## src/rtl/esp32_xfer_pkg.sv

```systemverilog
// Shared types and constants for the XFER portal bus bridge.
// SUB0 header bit positions and memory-space codes match the SPI connector's decoder.
package esp32_xfer_pkg;

    localparam int XFER_ADDR_W   = 24;
    localparam int XFER_LEN_W    = 16;
    localparam int XFER_SPACE_W  = 3;
    localparam int XFER_PF_DEPTH = 4;

    localparam int SUB0_DIR_BIT   = 0;
    localparam int SUB0_SPACE_LSB = 1;
    localparam int SUB0_SPACE_MSB = 3;
    localparam int SUB0_INC_BIT   = 4;
    localparam int SUB0_CRC_BIT   = 5;

    localparam logic [2:0] SPACE_MAIN = 3'd0;
    localparam logic [2:0] SPACE_REG  = 3'd1;
    localparam logic [2:0] SPACE_ROM  = 3'd2;

    typedef enum logic [2:0] {
        ST_IDLE,
        ST_WR_WAIT,
        ST_WR_BUS,
        ST_RD_FILL,
        ST_RD_DRAIN
    } xferState_e;

endpackage

```

## src/rtl/esp32_xfer_pf_fifo.sv

```systemverilog
// Small synchronous prefetch FIFO with flush; pop on empty and push on full (without pop) are ignored.
module esp32_xfer_pf_fifo #(
    parameter int DEPTH  = 4,
    parameter int DATA_W = 8,
    localparam int PTR_W = $clog2(DEPTH),
    localparam int CNT_W = $clog2(DEPTH) + 1
) (
    input  logic              clk_i,
    input  logic              rst_i,
    input  logic              flush_i,
    input  logic              push_i,
    input  logic [DATA_W-1:0] data_i,
    input  logic              pop_i,
    output logic [DATA_W-1:0] data_o,
    output logic              empty_o,
    output logic [CNT_W-1:0]  count_o
);

    logic [DATA_W-1:0] mem_q [DEPTH];
    logic [PTR_W-1:0]  wrPtr_q;
    logic [PTR_W-1:0]  rdPtr_q;
    logic [CNT_W-1:0]  count_q;
    logic              doPush;
    logic              doPop;

    assign doPop   = pop_i && (count_q != '0);
    assign doPush  = push_i && ((count_q != CNT_W'(DEPTH)) || doPop);
    assign data_o  = mem_q[rdPtr_q];
    assign empty_o = (count_q == '0);
    assign count_o = count_q;

    always_ff @(posedge clk_i) begin
        if (doPush && !flush_i) begin
            mem_q[wrPtr_q] <= data_i;
        end
    end

    // Pointers wrap naturally because DEPTH is a power of two.
    always_ff @(posedge clk_i) begin
        if (rst_i || flush_i) begin
            wrPtr_q <= '0;
            rdPtr_q <= '0;
            count_q <= '0;
        end else begin
            if (doPush) wrPtr_q <= wrPtr_q + PTR_W'(1);
            if (doPop)  rdPtr_q <= rdPtr_q + PTR_W'(1);
            if (doPush && !doPop)      count_q <= count_q + CNT_W'(1);
            else if (doPop && !doPush) count_q <= count_q - CNT_W'(1);
        end
    end

endmodule

```

## src/rtl/esp32_xfer_bus_bridge.sv

```systemverilog
// Runs one XFER command at a time on the internal memory-space bus, single outstanding request,
// with a read prefetch FIFO so the SPI connector sees bytes right after its dummy byte.
module esp32_xfer_bus_bridge
    import esp32_xfer_pkg::*;
#(
    parameter int ADDR_W   = XFER_ADDR_W,
    parameter int LEN_W    = XFER_LEN_W,
    parameter int SPACE_W  = XFER_SPACE_W,
    parameter int PF_DEPTH = XFER_PF_DEPTH
) (
    input  logic               clk_i,
    input  logic               rst_i,
    input  logic               cmd_valid_i,
    output logic               cmd_ready_o,
    input  logic               cmd_dir_i,
    input  logic [SPACE_W-1:0] cmd_space_i,
    input  logic               cmd_inc_i,
    input  logic [ADDR_W-1:0]  cmd_addr_i,
    input  logic [LEN_W-1:0]   cmd_len_i,
    input  logic               abort_i,
    input  logic               wr_valid_i,
    input  logic [7:0]         wr_data_i,
    output logic               wr_ready_o,
    output logic               rd_valid_o,
    output logic [7:0]         rd_data_o,
    input  logic               rd_ready_i,
    output logic               mem_req_o,
    output logic               mem_we_o,
    output logic [SPACE_W-1:0] mem_space_o,
    output logic [ADDR_W-1:0]  mem_addr_o,
    output logic [7:0]         mem_wdata_o,
    input  logic               mem_ack_i,
    input  logic [7:0]         mem_rdata_i,
    output logic               busy_o,
    output logic               done_o
);

    localparam int CNT_W = $clog2(PF_DEPTH) + 1;
    localparam logic [CNT_W-1:0] PF_FULL = CNT_W'(PF_DEPTH);

    xferState_e         state_q, state_d;
    logic [SPACE_W-1:0] space_q, space_d;
    logic               inc_q, inc_d;
    logic [ADDR_W-1:0]  addr_q, addr_d;
    logic [LEN_W-1:0]   remaining_q, remaining_d;
    logic [LEN_W-1:0]   toIssue_q, toIssue_d;
    logic               req_q, req_d;
    logic               we_q, we_d;
    logic [7:0]         wdata_q, wdata_d;
    logic               done_q, done_d;

    logic               abortHit;
    logic               ackSeen;
    logic               fifoPush;
    logic               fifoPop;
    logic               fifoEmpty;
    logic [CNT_W-1:0]   fifoCount;

    // Acks only count while a request is outstanding, so a late ack after abort is harmless.
    assign abortHit = abort_i && (state_q != ST_IDLE);
    assign ackSeen  = req_q && mem_ack_i;
    assign fifoPush = ackSeen && !we_q && !abortHit;
    assign fifoPop  = rd_ready_i && !fifoEmpty;

    esp32_xfer_pf_fifo #(
        .DEPTH  (PF_DEPTH),
        .DATA_W (8)
    ) u_pfFifo (
        .clk_i   (clk_i),
        .rst_i   (rst_i),
        .flush_i (abortHit),
        .push_i  (fifoPush),
        .data_i  (mem_rdata_i),
        .pop_i   (fifoPop),
        .data_o  (rd_data_o),
        .empty_o (fifoEmpty),
        .count_o (fifoCount)
    );

    always_comb begin
        state_d     = state_q;
        space_d     = space_q;
        inc_d       = inc_q;
        addr_d      = addr_q;
        remaining_d = remaining_q;
        toIssue_d   = toIssue_q;
        req_d       = req_q;
        we_d        = we_q;
        wdata_d     = wdata_q;
        done_d      = 1'b0;

        if (abortHit) begin
            state_d     = ST_IDLE;
            req_d       = 1'b0;
            we_d        = 1'b0;
            remaining_d = '0;
            toIssue_d   = '0;
        end else begin
            if (ackSeen) begin
                req_d       = 1'b0;
                we_d        = 1'b0;
                remaining_d = remaining_q - LEN_W'(1);
                if (inc_q) addr_d = addr_q + ADDR_W'(1);
            end

            case (state_q)
                ST_IDLE: begin
                    if (cmd_valid_i) begin
                        space_d     = cmd_space_i;
                        inc_d       = cmd_inc_i;
                        addr_d      = cmd_addr_i;
                        remaining_d = cmd_len_i;
                        toIssue_d   = cmd_len_i;
                        if (cmd_len_i == '0)  done_d  = 1'b1;
                        else if (!cmd_dir_i)  state_d = ST_WR_WAIT;
                        else                  state_d = ST_RD_FILL;
                    end
                end
                ST_WR_WAIT: begin
                    if (wr_valid_i) begin
                        wdata_d = wr_data_i;
                        req_d   = 1'b1;
                        we_d    = 1'b1;
                        state_d = ST_WR_BUS;
                    end
                end
                ST_WR_BUS: begin
                    if (ackSeen) begin
                        done_d  = (remaining_q == LEN_W'(1));
                        state_d = (remaining_q == LEN_W'(1)) ? ST_IDLE : ST_WR_WAIT;
                    end
                end
                // With nothing outstanding, occupancy alone bounds the prefetch window.
                ST_RD_FILL: begin
                    if (!req_q && (toIssue_q != '0) && (fifoCount < PF_FULL)) begin
                        req_d     = 1'b1;
                        toIssue_d = toIssue_q - LEN_W'(1);
                        if (toIssue_q == LEN_W'(1)) state_d = ST_RD_DRAIN;
                    end
                end
                ST_RD_DRAIN: begin
                    if ((remaining_q == '0) && fifoEmpty && !req_q) begin
                        done_d  = 1'b1;
                        state_d = ST_IDLE;
                    end
                end
                default: state_d = ST_IDLE;
            endcase
        end
    end

    always_ff @(posedge clk_i) begin
        if (rst_i) begin
            state_q     <= ST_IDLE;
            space_q     <= SPACE_W'(SPACE_MAIN);
            inc_q       <= 1'b0;
            addr_q      <= '0;
            remaining_q <= '0;
            toIssue_q   <= '0;
            req_q       <= 1'b0;
            we_q        <= 1'b0;
            wdata_q     <= '0;
            done_q      <= 1'b0;
        end else begin
            state_q     <= state_d;
            space_q     <= space_d;
            inc_q       <= inc_d;
            addr_q      <= addr_d;
            remaining_q <= remaining_d;
            toIssue_q   <= toIssue_d;
            req_q       <= req_d;
            we_q        <= we_d;
            wdata_q     <= wdata_d;
            done_q      <= done_d;
        end
    end

    assign cmd_ready_o = (state_q == ST_IDLE);
    assign wr_ready_o  = (state_q == ST_WR_WAIT);
    assign busy_o      = (state_q != ST_IDLE);
    assign rd_valid_o  = !fifoEmpty;
    assign done_o      = done_q;
    assign mem_req_o   = req_q;
    assign mem_we_o    = we_q;
    assign mem_space_o = space_q;
    assign mem_addr_o  = addr_q;
    assign mem_wdata_o = wdata_q;

endmodule

```

## config.mk

```make
export PLATFORM = sky130hd
export DESIGN_NAME = esp32_xfer_bus_bridge
export DESIGN_NICKNAME = d
export VERILOG_FILES = /design/src/rtl/esp32_xfer_pkg.sv /design/src/rtl/esp32_xfer_pf_fifo.sv /design/src/rtl/esp32_xfer_bus_bridge.sv
export SDC_FILE = /design/constraint.sdc
export NUM_CORES = 1
export LEC_CHECK = 0
export CORE_MARGIN = 8
export CORE_UTILIZATION = 47
export DETAILED_ROUTE_END_ITERATION = 6
export PLACE_DENSITY_LB_ADDON = 0.3
export SETUP_SLACK_MARGIN = 0.5
export SYNTH_ARGS = -nofsm -noshare
export SYNTH_HDL_FRONTEND = slang
export SYNTH_SLANG_ARGS = --single-unit
export TNS_END_PERCENT = 30
```

## constraint.sdc

```tcl
create_clock -name clk_i -period 2.6 [get_ports clk_i]
set_input_delay 0.39 -clock clk_i [delete_from_list [all_inputs] [get_ports clk_i]]
set_output_delay 0.39 -clock clk_i [all_outputs]
set_load 0.02 [all_outputs]
```

# == Word-level counts from Yosys, hierarchy flattened ==
# Memories as Yosys holds them, arrays and structs flattened. A register that Yosys moved wholly into a read port is not among the register bits.
# Index checks and enable logic that the tools add are counted.
# W data, S select, Z words.
# totals
wordCells,111
mem_bits_rw,32
ff_bits,81
mem_count,1
mem_bits_ro,0
latchBits,0
in_bits,68
output_inout_bits,50
# memory_table
memory,words,width,rd,rd_ports_with_merged_regs,write_ports,line,rtl
u_pfFifo.mem_q,4,8,1,1,1,esp32_xfer_pf_fifo.sv:19,logic [DATA_W-1:0] mem_q [DEPTH];
# op_classes
n_eq_ne,14
n_shift,0
magnitude_cmp,1
multipliers,0
div,0
addsub,7
n_reduce_logical,36
n_bitwise,1
n_mux,38
# ops
operator,count
$mux W24,4
$mux W16,5
$eq A16 B1 Y1 const B,2
$logic_not A16 Y1,2
$pmux W16 S2,1
$sub A16 B1 Y16 const B,2
$mux W3,9
$add A24 B1 Y24 const B,1
$reduce_bool A16 Y1,1
$pmux W3 S5,1
$logic_and A1 B1 Y1,14
$ne A2 B2 Y1 const B,7
$mux W1,13
$reduce_and A3 Y1,3
$reduce_and A7 Y1,1
$eq A3 B2 Y1 const B,2
$logic_not A1 Y1,6
$logic_not A3 Y1,2
$mux W2,3
$reduce_bool A3 Y1,2
$add A2 B1 Y2 const B,2
$reduce_bool A2 Y1,2
$add A3 B1 Y3 const B,1
$eq A3 B1 Y1 const B,1
9 further kinds,10

# == Longest topological paths before layout ==
# Gate-level depths: netlist of run 1.
# logic_depth
depth_word,10
mapped_depth,9
mapped_depth_nobuf,8

# == Hierarchy ==
# From an unflattened synthesis of run 1, not the netlist that was laid out.
# unflattened
hier_cells,646
hier_area_um2,5952.0
# modules_own_cells
mod,area_each_um2,cells_per_inst,instances,seq_area_each_um2
esp32_xfer_bus_bridge,4320.4,553,1,1481.4
esp32_xfer_pf_fifo,1631.6,93,1,1141.1

# == Least setup slack after synthesis of run 1 ==
# No wires, ideal clock.
# synth_timing
kind,register to register
startpoint,register state_q[0]
endpoint,"register u_pfFifo.count_q[2], in the netlist u_pfFifo.count_o[2]"
synth_period_minus_slack_ns,2.519
required_ns,2.529
setup_slack_ns,0.081
t_arrival_ns,2.448
setup_ns,0.071
path_stages_with_launch,10
path_buffers,1
path_cell_list,dfxtp_1 o31a_1 clkbuf_1 nor4_1 ha_1 inv_1 fa_1 xor2_1 or3_1 a21oi_1
# synth_via
elab_chain_cells,8
elab_cells_between_ends,11
cone_classes,1 x mux; 10 x reduce/logical
# synth_rtl
item,line,rtl
from (decl),esp32_xfer_bus_bridge.sv:41,"xferState_e state_q, state_d;"
from (signal assigned),esp32_xfer_bus_bridge.sv:165,state_q <= state_d;
$reduce_bool A3 Y1 (*),esp32_xfer_bus_bridge.sv:60,assign abortHit = abort_i && (state_q != ST_IDLE);
$logic_and A1 B1 Y1 (*),esp32_xfer_bus_bridge.sv:60,
$logic_not A1 Y1,esp32_xfer_bus_bridge.sv:62,assign fifoPush = ackSeen && !we_q && !abortHit;
$logic_and A1 B1 Y1,esp32_xfer_bus_bridge.sv:62,
$logic_and A1 B1 Y1,esp32_xfer_pf_fifo.sv:27,assign doPush = push_i && ((count_q != CNT_W'(DEPTH)) || doPop);
$logic_not A1 Y1,esp32_xfer_pf_fifo.sv:48,else if (doPop && !doPush) count_q <= count_q - CNT_W'(1);
$logic_and A1 B1 Y1,esp32_xfer_pf_fifo.sv:48,
$reduce_bool A2 Y1 (no source line),--,
to (signal assigned),esp32_xfer_pf_fifo.sv:47,if (doPush && !doPop) count_q <= count_q + CNT_W'(1);
to (signal assigned),esp32_xfer_pf_fifo.sv:48,
to (decl),esp32_xfer_pf_fifo.sv:22,logic [CNT_W-1:0] count_q;
# Every way passes the cells marked *; elsewhere a longest branch is shown, timed or not.
# A chain may end at the register's enable or synchronous reset.

# == Final worst setup path of run 1 ==
# layout_timing
startpoint,register state_q[2]
endpoint,"register u_pfFifo.count_q[2], in the netlist u_pfFifo.count_o[2]"
# Same word-level chain as after synthesis.

==> results.sh, run 1 <==
export IMPL_most_common_cell_after_layout_fill_and_taps_aside="clkdlybuf4s50_1"
export IMPL_portBuffers=117
export IMPL_async_reset_ff_share_pct=0
export IMPL_number_of_max_slew_violations_in_the_final_report=0
export IMPL_timing_final_ws_setup_ps=301
export IMPL_rsz0062_at_grt="true"
export IMPL_hold_class="reg2reg"
export IMPL_cts_htree_levels=4
export IMPL_power_density_nw_per_um2=993
export IMPL_ys_flop_type="dfxtp_1"
export IMPL_syn_nets=706
export IMPL_placement_cell_area_um2=7310
export IMPL_timing_critical_path_to_type="flip-flop"
export IMPL_gp_routability_congestion=0.915
export IMPL_max_vdd_ir_drop_uv=414
export IMPL_globalRouteOverflowTotal=0
export IMPL_power_leakage_uw=0.00280
export IMPL_critical_path_class="reg2reg"
export IMPL_critical_path_max_stage_delay_ps=390
export IMPL_critical_path_slowest_cell="or3_1"
export IMPL_syn_area_um2=5850
export IMPL_n_antenna_cell=0
export IMPL_syn_to_final_growth_pct=38.3
export IMPL_detail_route_drc_violations=0
export IMPL_route_detailed_wl_per_inst_um=18.9
export IMPL_dp_hpwl_um=12200
export IMPL_commonest_non_fill_non_tap_cells_in_the_layout="clkdlybuf4s50_1 (105), nor2_1 (81), dfxtp_1 (81)"
export IMPL_period_minus_slack_ps=2300
export IMPL_clk_root_buffer_cell="clkbuf_16"
export IMPL_drt_iter0_markers=593
export IMPL_cp_buffers_inverters=1
export IMPL_depth_of_the_worst_register_to_register_path=8
export IMPL_dieHeight_um=128
export IMPL_numCtsBuffers=17
export IMPL_worst_slew_margin_rel_pct=35.1
export IMPL_skew_ps=6.31
export IMPL_antenna_left=0
export IMPL_cts_hold_buffers=0
export IMPL_yosysSeqAreaShare_pct=44.8
export IMPL_cts_clk_slew_worst_paths_ps=60
export IMPL_worst_path_max_fanout=2
export IMPL_hold_start="mem_space_o[1]"
export IMPL_drive_above_1_share_pct=14.5
export IMPL_syn_inst=626
export IMPL_final_min_period_over_clock_period_pct=88.4
export IMPL_layout_cells_non_filler=941
export IMPL_vias_per_cell=5.95
export IMPL_design_die_area_um2=16300
export IMPL_start_util_pct=48.5
export IMPL_fp_coreArea_um2=12100
export IMPL_r2r_slack_ps=300
export IMPL_max_clock_freq_ghz=0.435
export IMPL_synth_edf_count=32
export IMPL_top_family_by_delay_on_critical_path="simple AND/OR/NAND/NOR gates"
export IMPL_final_cell_area_um2=8100
export IMPL_cts_max_path_buffers=2
export IMPL_worst_ep_arrival_time_ps=2650
export IMPL_flip_flop_and_latch_count_after_synthesis=115
export IMPL_number_of_placed_cells_counting_well_taps=898
export IMPL_worst_endpoint_required_ps=2950
export IMPL_grt_use_total_pct=21.7
export IMPL_worstHoldEndpoint="mem_space_o[1]"
export IMPL_synthesis_yosys_warnings=0
export IMPL_min_path_cells=2
export IMPL_worst_skew_pair_late_latency_ps=420
export IMPL_ioPinCount=118
export IMPL_regToRegEndpoint="u_pfFifo.count_o[2]"
export IMPL_routed_wirelength_um=17800
export IMPL_grt_first_pass_wirelength_um=28400
export IMPL_setup_viol_count_final=0
export IMPL_tritoncts="built"
export IMPL_hold_ws_ps=459
export IMPL_yosysUniqueCellTypes=66
export IMPL_vias=5597
export IMPL_status="completed"
export IMPL_post_synth_cell_area_avg_um2=9.35
export IMPL_clkSinkCount=115
export IMPL_max_cap_violations=0
export IMPL_via_count_of_the_first_global_routing_pass=5640
export IMPL_placementRows=40
export IMPL_final_net_count=840
export IMPL_grt_start_max_net_pins=58
export IMPL_path_cells="o31a_1 -> nor4_4 -> ha_2 -> inv_1 -> fa_2 -> xor2_1 -> or3_1 -> a21oi_2"
export IMPL_grt_antenna_before_repair=0
export IMPL_ff_to_ff_start="state_q[2]"
export IMPL_die_w_um=128
export IMPL_timing_final_hold_violations=0
export IMPL_worst_slew_pin_transition_ps=972
export IMPL_detailedPlace_worstSlack_ps=-84.2
export IMPL_firstDrtPassIters=5
export IMPL_timing_critical_path_from_type="flip-flop"
## layout make-up
type / count / area [µm²]
Timing Repair Buffer: 153 / 1480
Tap cell: 168 / 210
Fill cell: 919 / 3970
Clock inverter: 15 / 143
Multi-Input combinational cell: 459 / 3150
Clock buffer: 17 / 425
Sequential cell: 115 / 2630
Inverter: 14 / 52.6
## where the power goes
| group | switching [µW] | total [µW] | internal (µW) |
|---|---|---|---|
| clock network | 829 | 2220 | 1390 |
| logic | 1850 | 3260 | 1410 |
| registers | 386 | 2550 | 2170 |
| total | 3070 | 8040 | 4970 |
## worst register-to-register path, stage by stage, from the launching register on
cell and delay [ps]:
dfxtp_1 310, o31a_1 340, nor4_4 300, ha_2 240
inv_1 50, fa_2 330, xor2_1 160, or3_1 390
a21oi_2 110
## layer usage
layer | GRT usage (%) | vias up | wire length [µm]
li1 | - | 2641 | -
met1 | 26.4 | 2683 | 7560
met2 | 35.3 | 241 | 8490
met3 | 6.16 | 32 | 1410
met4 | 9.02 | 0 | 359
met5 | 0 | - | 0
## sequential cells by signal, summed over array words and instances, names as in the netlist, named ones only
register          flops
mem_req_o             1
mem_addr_o           24
state_q               3
u_pfFifo.count_o      3
inc_q                 1
mem_space_o           3
u_pfFifo.rdPtr_q      2
u_pfFifo.wrPtr_q      2
mem_we_o              1
remaining_q          16
u_pfFifo.mem_q       32
mem_wdata_o           8
done_o                1
toIssue_q            16
## cell usage after synthesis (9+ instances only)
cell      count  area share [%]
dfxtp_1      83              28
nor2_1       83             5.3
nand2_1      50             3.2
clkbuf_1     34             2.2
edfxtp_1     32              16
a21oi_1      31             2.7
a211oi_1     23             3.0
nand3_1      19             1.6
nor3_1       19             1.6
a31oi_1      16             1.7
o21ai_0      16             1.4
inv_1        14            0.90
nand4_1      14             1.5
xor2_1       13             1.9
mux2i_1      12             2.1
xnor2_1      12             1.8
ha_1         11             2.4
nor4_1       11             1.2
o31ai_1      11             1.4
or4_1         9             1.2
## kinds of logic (layout without fill, tap and decap cells)
| family | Yosys count | in the layout | synth area share, % |
|---|---|---|---|
| AOI/OAI and AO/OA | 154 | 154 | 18.7 |
| and+or+nand+nor | 248 | 248 | 21.3 |
| DFF | 115 | 115 | 44.8 |
| buffers and inverters | 52 | 199 | 3.59 |
| xor gates and xnor gates | 25 | 25 | 3.74 |
| adders and majority gates | 12 | 12 | 2.69 |
| muxes | 20 | 20 | 5.13 |
## stage by stage
step	TNS (ps)	utilization [%]	total power [µW]
after floorplan	0	-	4460
after global placement	0	60.6	5460
after detailed placement	-594	60.6	5540
after CTS	0	66.1	7890
after global routing	0	67.1	8450
final	0	67.1	8040
## repair_timing
action	CTS	global route
resized for setup	34	24
endpoints found under the setup margin	48	54
pin swaps	4	8
setup buffers	6	5
## worst max path at each step
| stage | from | endpoint | slack (ps) | depth (start not counted) |
|---|---|---|---|---|
| after global placement | mem_ack_i | u_pfFifo.count_o[2] | 20 | 9 |
| final | state_q[2] | u_pfFifo.count_o[2] | 300 | 8 |
| after global routing | state_q[2] | u_pfFifo.count_o[2] | 210 | 8 |
| after CTS | state_q[0] | wr_ready_o | 330 | 3 |
| after floorplan | state_q[0] | u_pfFifo.count_o[2] | 340 | 9 |
| after detailed placement | abort_i | toIssue_q[15] | -80 | 6 |
(Power assumes the default switching activity.)
==> inputs of run 2 (changes only) <==
--- a/config.mk
+++ b/config.mk
@@ -5,8 +5,10 @@
 export SDC_FILE = /design/constraint.sdc
 export NUM_CORES = 1
 export LEC_CHECK = 0
+export CELL_PAD_IN_SITES_DETAIL_PLACEMENT = 1
+export CELL_PAD_IN_SITES_GLOBAL_PLACEMENT = 1
 export CORE_MARGIN = 8
-export CORE_UTILIZATION = 47
+export CORE_UTILIZATION = 35
 export DETAILED_ROUTE_END_ITERATION = 6
 export PLACE_DENSITY_LB_ADDON = 0.3
 export SETUP_SLACK_MARGIN = 0.5
==> run 2 against run 1 <==
  * Total power rose by 2.5%
  * Register-to-register slack improved by 60 ps
  * Combinational power rose by 5%
  * Hold slack barely moved
  * Critical path depth did not move
  * Non-clock buffer count rose by 8
  * Critical path type unchanged
  * Highest routed layer unchanged
==> results.sh, run 2 (same netlist as run 1, synthesis figures left out) <==
export IMPL_critical_path_slowest_cell="dfxtp_4"
export IMPL_routed_wirelength_um=20600
export IMPL_grt_start_max_net_pins=43
export IMPL_portBuffers=117
export IMPL_skew_ps=15.3
export IMPL_antenna_left=0
export IMPL_die_w_um=145
export IMPL_largest_register_ffs=32
export IMPL_gp_routability_congestion=0.838
export IMPL_power_leakage_uw=0.00282
export IMPL_timing_critical_path_to_type="flip-flop"
export IMPL_vias_per_cell=5.64
export IMPL_globalRouteOverflowTotal=0
export IMPL_max_cap_violations=0
export IMPL_clk_root_buffer_cell="clkbuf_16"
export IMPL_final_cell_area_um2=8220
export IMPL_timing_critical_path_from_type="flip-flop"
export IMPL_syn_to_final_growth_pct=40.4
export IMPL_final_min_period_over_clock_period_pct=86.2
export IMPL_grt_use_total_pct=18.7
export IMPL_multi_input_gate_area_in_the_final_layout_um2=3170
export IMPL_route_detailed_wl_per_inst_um=20.6
export IMPL_clkSinkCount=115
export IMPL_path_cells="o31a_1 -> nor4_4 -> ha_2 -> inv_1 -> fa_2 -> xor2_1 -> or3_1 -> a21oi_2"
export IMPL_worst_slew_margin_rel_pct=32.8
export IMPL_period_minus_slack_ps=2240
export IMPL_firstDrtPassIters=4
export IMPL_cts_clk_slew_worst_paths_ps=60
export IMPL_max_flop_register="u_pfFifo.mem_q"
export IMPL_timing_final_hold_violations=0
export IMPL_hold_class="in2reg"
export IMPL_rsz0062_at_grt="true"
export IMPL_cts_max_path_buffers=2
export IMPL_worst_ep_arrival_time_ps=2600
export IMPL_setup_viol_count_final=0
export IMPL_worst_path_max_fanout=6
export IMPL_vias=5649
export IMPL_critical_path_max_stage_delay_ps=360
export IMPL_detailedPlace_worstSlack_ps=-50.0
export IMPL_timing_final_ws_setup_ps=358
export IMPL_power_density_nw_per_um2=1000
export IMPL_most_common_cell_after_layout_fill_and_taps_aside="clkdlybuf4s50_1"
export IMPL_grt_antenna_before_repair=0
export IMPL_critical_path_class="reg2reg"
export IMPL_worst_skew_pair_late_latency_ps=420
export IMPL_drive_above_1_share_pct=16.3
export IMPL_drt_iter0_markers=289
export IMPL_n_antenna_cell=0
export IMPL_final_net_count=849
export IMPL_numCtsBuffers=17
export IMPL_max_vdd_ir_drop_uv=561
export IMPL_worst_endpoint_required_ps=2960
export IMPL_via_count_of_the_first_global_routing_pass=5902
export IMPL_placementRows=47
export IMPL_worst_slew_pin_transition_ps=1000
export IMPL_max_clock_freq_ghz=0.446
export IMPL_placement_cell_area_um2=7440
export IMPL_detail_route_drc_violations=0
export IMPL_cp_buffers_inverters=1
export IMPL_start_util_pct=35.5
export IMPL_ioPinCount=118
export IMPL_number_of_max_slew_violations_in_the_final_report=0
export IMPL_design_die_area_um2=21100
export IMPL_sequential_cell_area_um2=2640
export IMPL_grt_first_pass_wirelength_um=31800
export IMPL_fp_coreArea_um2=16500
export IMPL_tritoncts="built"
export IMPL_top_family_by_delay_on_critical_path="adder cells"
export IMPL_commonest_non_fill_non_tap_cells_in_the_layout="clkdlybuf4s50_1 (105), nor2_1 (82), dfxtp_1 (76)"
export IMPL_status="completed"
export IMPL_cts_htree_levels=4
export IMPL_dp_hpwl_um=14400
export IMPL_fillers=1866
export IMPL_dieHeight_um=145
run 2: path summary, 6_finish.rpt:
check / cells past startpoint / start / slack, ps / end
max reg2reg: 8 / state_q[1] / 360 / u_pfFifo.count_o[2]
max: 8 / state_q[1] / 360 / u_pfFifo.count_o[2]
min: 2 / rst_i / 460 / mem_addr_o[1]
min reg2reg: 2 / mem_space_o[0] / 470 / mem_space_o[0]
run 2: final cells by class:
type	count	area share, %
multi-input cells	460	38.6
flip-flops and latches	115	32.1
repair buffers	161	18.6
well taps	220	3.35
clock inverters	14	1.58
clock buffers	17	5.18
inverters	14	0.640
run 2: routing by layer:
metal  vias to the layer above  track usage, %  wire length [µm]
li1                       2660               -                 -
met4                         0            6.30               444
met2                       177            31.6             10200
met1                      2778            22.7              9020
met3                        34            4.79              1000
met5                         -               0                 0
run 2: through the flow:
stage               utilization, %  hold WS (ps)  total power [µW]  TNS, ps  std cells
finish                        49.9           460              8240        0       1001
global route                  49.9           454              8670        0       1001
CTS                           48.9           433              8040        0        993
detailed placement            45.2           461              5710    -50.0        957
global placement              45.2           453              5600        0        957
floorplan                        -           463              4460        0        626
run 2: power by group:
group | switching [µW] | total (µW) | internal, µW
logic | 1950 | 3430 | 1480
clock network | 905 | 2220 | 1320
registers | 408 | 2580 | 2170
total | 3270 | 8240 | 4970
run 2: repair_timing:
action,4_1_cts,5_1_grt
setup endpoints to repair,46,45
gates resized for setup,35,27
pin swaps,3,3
hold buffers,0,0
setup buffers,5,7
gates cloned,0,1
==> inputs of run 3 (changes only) <==
--- a/config.mk
+++ b/config.mk
@@ -5,12 +5,11 @@
 export SDC_FILE = /design/constraint.sdc
 export NUM_CORES = 1
 export LEC_CHECK = 0
-export CELL_PAD_IN_SITES_DETAIL_PLACEMENT = 1
-export CELL_PAD_IN_SITES_GLOBAL_PLACEMENT = 1
 export CORE_MARGIN = 8
-export CORE_UTILIZATION = 35
+export CORE_UTILIZATION = 47
 export DETAILED_ROUTE_END_ITERATION = 6
 export PLACE_DENSITY_LB_ADDON = 0.3
+export REMOVE_ABC_BUFFERS = 1
 export SETUP_SLACK_MARGIN = 0.5
 export SYNTH_ARGS = -nofsm -noshare
 export SYNTH_HDL_FRONTEND = slang
==> run 3 against run 2 <==
  * Register-to-register slack worse by 50 ps
  * Die area fell by 23%
  * Clock skew shrank 9.5 ps
  * Non-clock buffer count unchanged
  * Global-route usage is 3.1 points higher
  * Total power up 1.7%
  * Clock-buffer cell count grew 2
  * Largest power group unchanged
  * Highest routed layer is now met5
==> results.sh, run 3 (same netlist as run 1, synthesis figures left out) <==
export IMPL_status="completed"
export IMPL_setup_total_negative_slack_ps=0
export IMPL_routed_wirelength_um=17800
export IMPL_design_die_area_um2=16300
export IMPL_worst_slew_pin_transition_ps=724
export IMPL_timing_critical_path_from_type="flip-flop"
export IMPL_fp_coreArea_um2=12100
export IMPL_power_density_nw_per_um2=1020
export IMPL_hold_class="reg2reg"
export IMPL_syn_to_final_growth_pct=39.8
export IMPL_layout_cells_non_filler=949
export IMPL_worst_ep_arrival_time_ps=2640
export IMPL_number_of_max_slew_violations_in_the_final_report=0
export IMPL_grt_antenna_before_repair=1
export IMPL_top_family_by_delay_on_critical_path="adder cells"
export IMPL_route_detailed_wl_per_inst_um=18.7
export IMPL_via_count_of_the_first_global_routing_pass=5617
export IMPL_max_flop_register="u_pfFifo.mem_q"
export IMPL_start_util_pct=48.5
export IMPL_cts_max_path_buffers=2
export IMPL_setup_viol_count_final=0
export IMPL_dp_hpwl_um=12600
export IMPL_vias_per_cell=5.87
export IMPL_max_clock_freq_ghz=0.437
export IMPL_worst_endpoint_required_ps=2950
export IMPL_most_common_cell_after_layout_fill_and_taps_aside="clkdlybuf4s50_1"
export IMPL_critical_path_max_stage_delay_ps=390
export IMPL_clk_root_buffer_cell="clkbuf_16"
export IMPL_cts_htree_levels=4
export IMPL_timing_final_hold_violations=0
export IMPL_path_cells="o31a_1 -> nor4_2 -> ha_2 -> inv_2 -> fa_2 -> xor2_2 -> or3_4 -> a21oi_2"
export IMPL_ioPinCount=118
export IMPL_vias=5571
export IMPL_commonest_non_fill_non_tap_cells_in_the_layout="clkdlybuf4s50_1 (104), nor2_1 (82), dfxtp_1 (76)"
export IMPL_drt_iter0_markers=372
export IMPL_portBuffers=117
export IMPL_final_min_period_over_clock_period_pct=88.1
export IMPL_drive_above_1_share_pct=16.4
export IMPL_clkSinkCount=115
export IMPL_final_cell_area_um2=8190
export IMPL_number_of_placed_cells_counting_well_taps=907
export IMPL_grt_start_max_net_pins=44
export IMPL_cp_buffers_inverters=1
export IMPL_period_minus_slack_ps=2290
export IMPL_grt_use_total_pct=21.7
export IMPL_firstDrtPassIters=5
export IMPL_worst_slew_margin_rel_pct=51.6
export IMPL_timing_critical_path_to_type="flip-flop"
export IMPL_timing_final_ws_setup_ps=310
export IMPL_skew_ps=5.87
export IMPL_placementRows=40
export IMPL_largest_register_ffs=32
export IMPL_tritoncts="built"
export IMPL_final_net_count=848
export IMPL_placement_cell_area_um2=7370
export IMPL_detailedPlace_worstSlack_ps=-87.3
export IMPL_dieHeight_um=128
export IMPL_worst_path_max_fanout=2
export IMPL_cts_hold_buffers=0
export IMPL_power_leakage_uw=0.00291
export IMPL_r2r_slack_ps=310
export IMPL_die_w_um=128
export IMPL_detail_route_drc_violations=0
export IMPL_max_cap_violations=0
export IMPL_n_antenna_cell=0
export IMPL_gp_routability_congestion=0.898
export IMPL_worst_skew_pair_late_latency_ps=420
export IMPL_hold_ws_ps=465
export IMPL_critical_path_slowest_cell="or3_4"
export IMPL_grt_first_pass_wirelength_um=28200
export IMPL_globalRouteOverflowTotal=0
export IMPL_numCtsBuffers=17
export IMPL_antenna_left=0
export IMPL_rsz0062_at_grt="true"
export IMPL_max_vdd_ir_drop_uv=474
export IMPL_critical_path_class="reg2reg"
export IMPL_cts_clk_slew_worst_paths_ps=60
## run 3: changes by cell type in the layout (fill, tap and decap cells not counted), moves of 3 or more
cell | previous run | this run
dlymetal6s2s_1 | 0 | 4
o311ai_2 | 4 | 0
dlygate4sd2_1 | 5 | 2
o311ai_0 | 3 | 6
## run 3: worst min-delay path: cells and delay by family, from the launching register on
family | cells | cell delay (ps)
flip-flops | 1 | 310
AND/OR/NAND/NOR | 1 | 60
AO/OA/AOI/OAI | 1 | 50
## run 3: through the flow
step	total power [µW]	util, %
6_report	8380	67.9
5_1_grt	8780	67.9
4_1_cts	8170	66.6
3_5_place_dp	5630	61.1
3_3_place_gp	5550	61.1
2_1_floorplan	4330	-
## run 3: repair_timing
action / 4_1_cts / 5_1_grt
gates resized for setup: 31 / 37
pin swaps: 4 / 9
setup endpoints to repair: 34 / 41
gates cloned: 0 / 1
setup buffers: 4 / 5
## run 3: layout make-up
type | instances | area (µm²)
Multi-Input combinational cell | 459 | 3140
Timing Repair Buffer | 161 | 1530
Clock buffer | 19 | 453
Sequential cell | 115 | 2630
Fill cell | 921 | 3880
Clock inverter | 13 | 174
Tap cell | 168 | 210
Inverter | 14 | 52.6
## run 3: final timing paths
kind / from / to / cells after the start
max: state_q[2] / u_pfFifo.count_o[2] / 8
min: mem_space_o[1] / mem_space_o[1] / 2
max reg2reg: state_q[2] / u_pfFifo.count_o[2] / 8
min reg2reg: mem_space_o[1] / mem_space_o[1] / 2
## run 3: metal layers
layer	global-route usage [%]	part of all wire [%]	routed length, µm
met1	24.2	41	7220
met2	37.8	50	8930
met3	6.91	7.3	1300
met4	8.67	1.7	300
met5	0	0.051	9
## run 3: report_power, final
| group | total, µW | leakage (µW) | switching, µW | internal, µW |
|---|---|---|---|---|
| clock network | 2450 | 0.000297 | 880 | 1570 |
| registers | 2550 | 0.000972 | 378 | 2170 |
| logic | 3370 | 0.00164 | 1880 | 1490 |
| total | 8380 | 0.00291 | 3140 | 5240 |
